### src/rtl/add_seq_pkg.sv
// Shared types and constants for the sequential slice adder.
package add_seq_pkg;

  localparam int unsigned SLICE_W = 8;

  typedef enum logic [1:0] {
    IDLE = 2'd0,
    RUN  = 2'd1,
    DONE = 2'd2
  } state_t;

endpackage

### src/rtl/add_seq_ctrl_adder8.sv
// Combinational 8-bit slice adder, time-shared by add_seq_ctrl.
module adder8
  import add_seq_pkg::*;
(
  input  logic [SLICE_W-1:0] a,
  input  logic [SLICE_W-1:0] b,
  input  logic               cin,
  output logic [SLICE_W-1:0] sum,
  output logic               cout
);

  always_comb begin
    {cout, sum} = a + b + {{(SLICE_W-1){1'b0}}, cin};
  end

endmodule

### src/rtl/add_seq_ctrl.sv
// Two-requester round-robin adder computing one 8-bit slice per cycle, LSB first.
// Optional saturation on final carry when ADD_SEQ_SAT_EN is defined.
module add_seq_ctrl
  import add_seq_pkg::*;
#(
  parameter int unsigned NBYTES = 4
) (
  input  logic                        clk,
  input  logic                        rst_n,
  input  logic                        req0_valid,
  output logic                        req0_ready,
  input  logic [SLICE_W*NBYTES-1:0]   req0_a,
  input  logic [SLICE_W*NBYTES-1:0]   req0_b,
  input  logic                        req0_cin,
  input  logic                        req1_valid,
  output logic                        req1_ready,
  input  logic [SLICE_W*NBYTES-1:0]   req1_a,
  input  logic [SLICE_W*NBYTES-1:0]   req1_b,
  input  logic                        req1_cin,
  output logic                        rsp_valid,
  input  logic                        rsp_ready,
  output logic [SLICE_W*NBYTES-1:0]   rsp_sum,
  output logic                        rsp_cout,
  output logic                        rsp_id
);

  localparam int unsigned W  = SLICE_W * NBYTES;
  localparam int unsigned IW = $clog2(NBYTES);
  localparam logic [IW-1:0] LAST = IW'(NBYTES - 1);

  state_t             state_q, state_d;
  logic               last_q;
  logic [IW-1:0]      idx_q;
  logic               carry_q;
  logic [W-1:0]       a_q, b_q, sum_q;
  logic               cout_q, id_q;

  logic               grant0, grant1, accept, take, last_slice;
  logic [SLICE_W-1:0] slice_sum;
  logic               slice_cout;
  logic [W-1:0]       sum_shift, sum_fin;

  adder8 u_adder (
    .a    (a_q[SLICE_W-1:0]),
    .b    (b_q[SLICE_W-1:0]),
    .cin  (carry_q),
    .sum  (slice_sum),
    .cout (slice_cout)
  );

  // last_q names the previous winner; on a tie the other side is granted
  always_comb begin
    grant0     = req0_valid && (!req1_valid || last_q);
    grant1     = req1_valid && (!req0_valid || !last_q);
    accept     = (state_q == IDLE) && (grant0 || grant1);
    take       = (state_q == DONE) && rsp_ready;
    last_slice = (state_q == RUN) && (idx_q == LAST);
    req0_ready = rst_n && (state_q == IDLE) && grant0;
    req1_ready = rst_n && (state_q == IDLE) && grant1;
  end

  always_comb begin
    state_d = state_q;
    case (state_q)
      IDLE:    if (accept)     state_d = RUN;
      RUN:     if (last_slice) state_d = DONE;
      DONE:    if (take)       state_d = IDLE;
      default:                 state_d = IDLE;
    endcase
  end

  always_ff @(posedge clk or negedge rst_n) begin
    if (!rst_n) state_q <= IDLE;
    else        state_q <= state_d;
  end

  // Result assembles in a shift register: each new slice enters at the top,
  // so after NBYTES slices slice 0 has reached bit 0.
  always_comb begin
    sum_shift = {slice_sum, sum_q[W-1:SLICE_W]};
    sum_fin   = sum_shift;
`ifdef ADD_SEQ_SAT_EN
    if (slice_cout) sum_fin = '1;
`endif
  end

  always_ff @(posedge clk or negedge rst_n) begin
    if (!rst_n) begin
      last_q  <= 1'b1;
      idx_q   <= '0;
      carry_q <= 1'b0;
      a_q     <= '0;
      b_q     <= '0;
      sum_q   <= '0;
      cout_q  <= 1'b0;
      id_q    <= 1'b0;
    end else begin
      case (state_q)
        IDLE: if (accept) begin
          a_q     <= grant1 ? req1_a : req0_a;
          b_q     <= grant1 ? req1_b : req0_b;
          carry_q <= grant1 ? req1_cin : req0_cin;
          id_q    <= grant1;
          last_q  <= grant1;
          idx_q   <= '0;
        end
        RUN: begin
          a_q     <= a_q >> SLICE_W;
          b_q     <= b_q >> SLICE_W;
          carry_q <= slice_cout;
          if (last_slice) begin
            idx_q  <= '0;
            sum_q  <= sum_fin;
            cout_q <= slice_cout;
          end else begin
            idx_q  <= idx_q + 1'b1;
            sum_q  <= sum_shift;
          end
        end
        default: ;
      endcase
    end
  end

  always_comb begin
    rsp_valid = (state_q == DONE);
    rsp_sum   = sum_q;
    rsp_cout  = cout_q;
    rsp_id    = id_q;
  end

endmodule

### config.mk
export PLATFORM = sky130hd
export DESIGN_NAME = add_seq_ctrl
export DESIGN_NICKNAME = d
export VERILOG_FILES = /design/src/rtl/add_seq_pkg.sv /design/src/rtl/add_seq_ctrl_adder8.sv /design/src/rtl/add_seq_ctrl.sv
export SDC_FILE = /design/constraint.sdc
export NUM_CORES = 1
export LEC_CHECK = 0
export ABC_AREA = 1
export BUFFER_PORTS_ARGS = -buffer_cell sky130_fd_sc_hd__clkbuf_2
export CAP_MARGIN = 20
export CORE_MARGIN = 2
export CORE_UTILIZATION = 50
export CTS_BUF_LIST = sky130_fd_sc_hd__clkbuf_8
export CTS_CLUSTER_DIAMETER = 50
export CTS_CLUSTER_SIZE = 40
export DETAILED_ROUTE_END_ITERATION = 10
export PLACE_DENSITY = 0.78
export SLEW_MARGIN = 10
export SYNTH_ARGS = -nofsm -noshare
export SYNTH_HDL_FRONTEND = slang
export SYNTH_SLANG_ARGS = --single-unit
export TNS_END_PERCENT = 50
### constraint.sdc
create_clock -name clk -period 5.3 [get_ports clk]
set_clock_uncertainty 0.1 [all_clocks]
set_input_delay 0.53 -clock clk [delete_from_list [all_inputs] [get_ports clk]]
set_output_delay 0.53 -clock clk [all_outputs]
set_load 0.02 [all_outputs]
==> flow_summary.yaml <==
floorplanning:
  io_pins: 172
  start_util_pct: 50.93
  die_y_um: 108.6
  rows: 38
  core_area_mm2: 0.01075
  dieArea_mm2: 0.01180
  die_w_um: 108.6
sta:
  rsz0062_at_grt: "no"
  setup_viol: 0
  period_share_pct: 54.73
  slew_headroom_pct: 40.70
  setup_slack_ns: 2.399
  clock.fmax_ghz: 0.3447
  slew_viol_final: 0
  tns_ns: 0
  fin_crit_ns: 2.901
  tightestPinTransition_ns: 0.8840
  hold_viol_final: 0
global_routing:
  grt_max_degree: 95
  grt_pass1_wl_um: 21850
  antenna_found_initial: 0
  globalRouteTotalUtil_pct: 23.57
  gr-total-overflow: 0
  grt_pass1_vias: 4678
setup_path:
  critPathArrivalTime_ns: 3.02
  end_kind: "register"
  start_kind: "input pin"
  worstSetupPathType: "input pin to register"
  crit_fanout: 89
  required_ns: 5.42
route:
  ant_nets: 0
  first_pass_iters: 5
  avgRoutedWirePerCell_um: 14.23
  viasPerCell: 5.428
  wl_um: 13750
  dr.first_iter.drc_count: 375
  via_count: 5243
  remaining_drc_errors: 0
layout:
  final_common_cell: "nand2_1"
  final_cell_mix: "nand2_1, clkbuf_2, dfrtp_1"
  num_antenna_cells: 0
  layout.nets: 966
  seq_area_mm2: 0.002604
  final_area_mm2: 0.006434
  final_layout_size_suffix_gt1_share_pct: 24.21
  syn2layout_area_growth_pct: 17.56
  fillers: 1012
  multi_input_area_mm2: 0.002471
clock_network:
  clockRootBuffer: "clkbuf_8"
  clkSlewWorstSetupHoldPaths_ns: 0.10
  cts_htree_levels: 3
  cts_buffers: 9
  cts_tree: "done"
  worstSkewPairLatency_ns: 0.37
  cts_hold_buf: 0
  clockBufferDepth: 2
  cts_setup_buffers: 0
  cts_resized: 0
  cts_sinks: 104
placed_design:
  routabilityCongestion: 0.8910
  place_ws_ns: 1.942
  placed_area_mm2: 0.006223
  io_buffers: 171
  hpwl_um: 9706
synth:
  synth_nets: 831
  yosysSeqAreaShare_pct: 47.58
  synth_area_leader_cell: "dfrtp_1"
  netlist_instances: 686
  ys_ff_latch: 104
  yosysWarnings: 0
  synth.area.top_cells: "dfrtp_1, nand2_1, nand3_1, o21ai_0, o211ai_1"
  syn_area_mm2: 0.005473
  ys.flop_type: "dfrtp_1"
  synthArstFlopShare_pct: 100.0
  synth_cell_types: 34
  synth-edff-count: 0
  synth_top_area_share_pct: 47.10
  syn-mean-instance-area_um2: 7.978
status:
  status: "completed"
power_and_ir_drop:
  p_total_w: 0.003984
  irDropWorstVdd_v: 0.0003820
  power_density_mw_per_mm2: 619.2
  p_leak_nw: 3.297
hold_path:
  hp-class: "input pin to asynchronous set/reset pin"
flow_run:
  cap_violations: 0
-- registers in the layout (all words and copies together) (netlist names), 2 cells and up --
name / cells
a_q: 32
idx_q: 2
state_q: 2
b_q: 32
rsp_sum: 32
-- critical path, cell delays in order --
cell      delay (ns)
clkbuf_2        0.08
buf_4           0.33
o21ai_2         0.77
nand2_4         0.38
inv_4           0.66
o21ai_0         0.21
-- layer usage --
metal	global-route usage [%]	share of wire, %
met5	0	0
met4	7.509	1.8
met3	4.543	6.8
met2	37.32	47
met1	32.94	44
-- metrics by stage --
step,hold slack [ns],instances,utilization [%]
final,0.06398,966,59.87
after floorplan,0.1344,686,-
after CTS,0.07329,964,59.50
after global routing,0.09654,966,59.87
after detailed placement,0.3653,948,57.92
after global placement,0.3607,948,57.92
-- cells in the mapped netlist, types with 2 or more instances --
master and instances:
a21oi_1 25, buf_2 29, buf_4 2, buf_6 10, clkbuf_1 9, dfrtp_1 103
fa_1 2, ha_1 8, inv_1 22, nand2_1 218, nand3_1 102, nand3b_1 2
nor2_1 23, o211ai_1 23, o21ai_0 64, o21ai_1 9, o31ai_1 18
-- path summary, 6_finish.rpt --
path | slack, ns | cells past startpoint | start | to
worst max-delay path | 2.40 | 6 | req1_valid | a_q[9]$_DFFE_PN0P_
worst min-delay path | 0.06 | 1 | rst_n | rsp_sum[4]$_DFFE_PN0P_
worst max register to register | 2.78 | 5 | state_q[0]$_DFFE_PN0P_ | a_q[9]$_DFFE_PN0P_
worst min register to register | 0.39 | 2 | b_q[16]$_DFFE_PN0P_ | b_q[16]$_DFFE_PN0P_
max in group asynchronous | 3.90 | 2 | rst_n | a_q[22]$_DFFE_PN0P_
min in group clk | 0.23 | 2 | rsp_ready | state_q[1]$_DFFE_PN0P_
-- where the power goes --
part	internal [W]	leakage, nW	switching (W)
Combinational	0.000727	1.92	0.00139
Sequential	0.00119	1.29	0.000235
Clock	0.000171	0.0872	0.000270
Total	0.00209	3.30	0.00189
-- area by class of cell --
type	count	area share [%]
repair buffers	176	14.31
clock inverters	7	0.7196
clock buffers	9	1.925
well taps	140	2.723
multi-input cells	506	38.41
flip-flops and latches	104	40.47
inverters	24	1.439
-- kinds of logic (layout without fill, tap and decap cells) --
logic type	after synthesis	after routing	share of synthesized area [%]
flip-flops	104	104	47.58
AO/OA/AOI/OAI	144	144	15.30
adder cells (fa/ha/maj)	10	10	2.561
AND/OR/NAND/NOR	350	350	26.79
buffers and inverters	76	216	7.453
XOR/XNOR	2	2	0.3201
No activity file was read; power rests on OpenSTA's default activity.
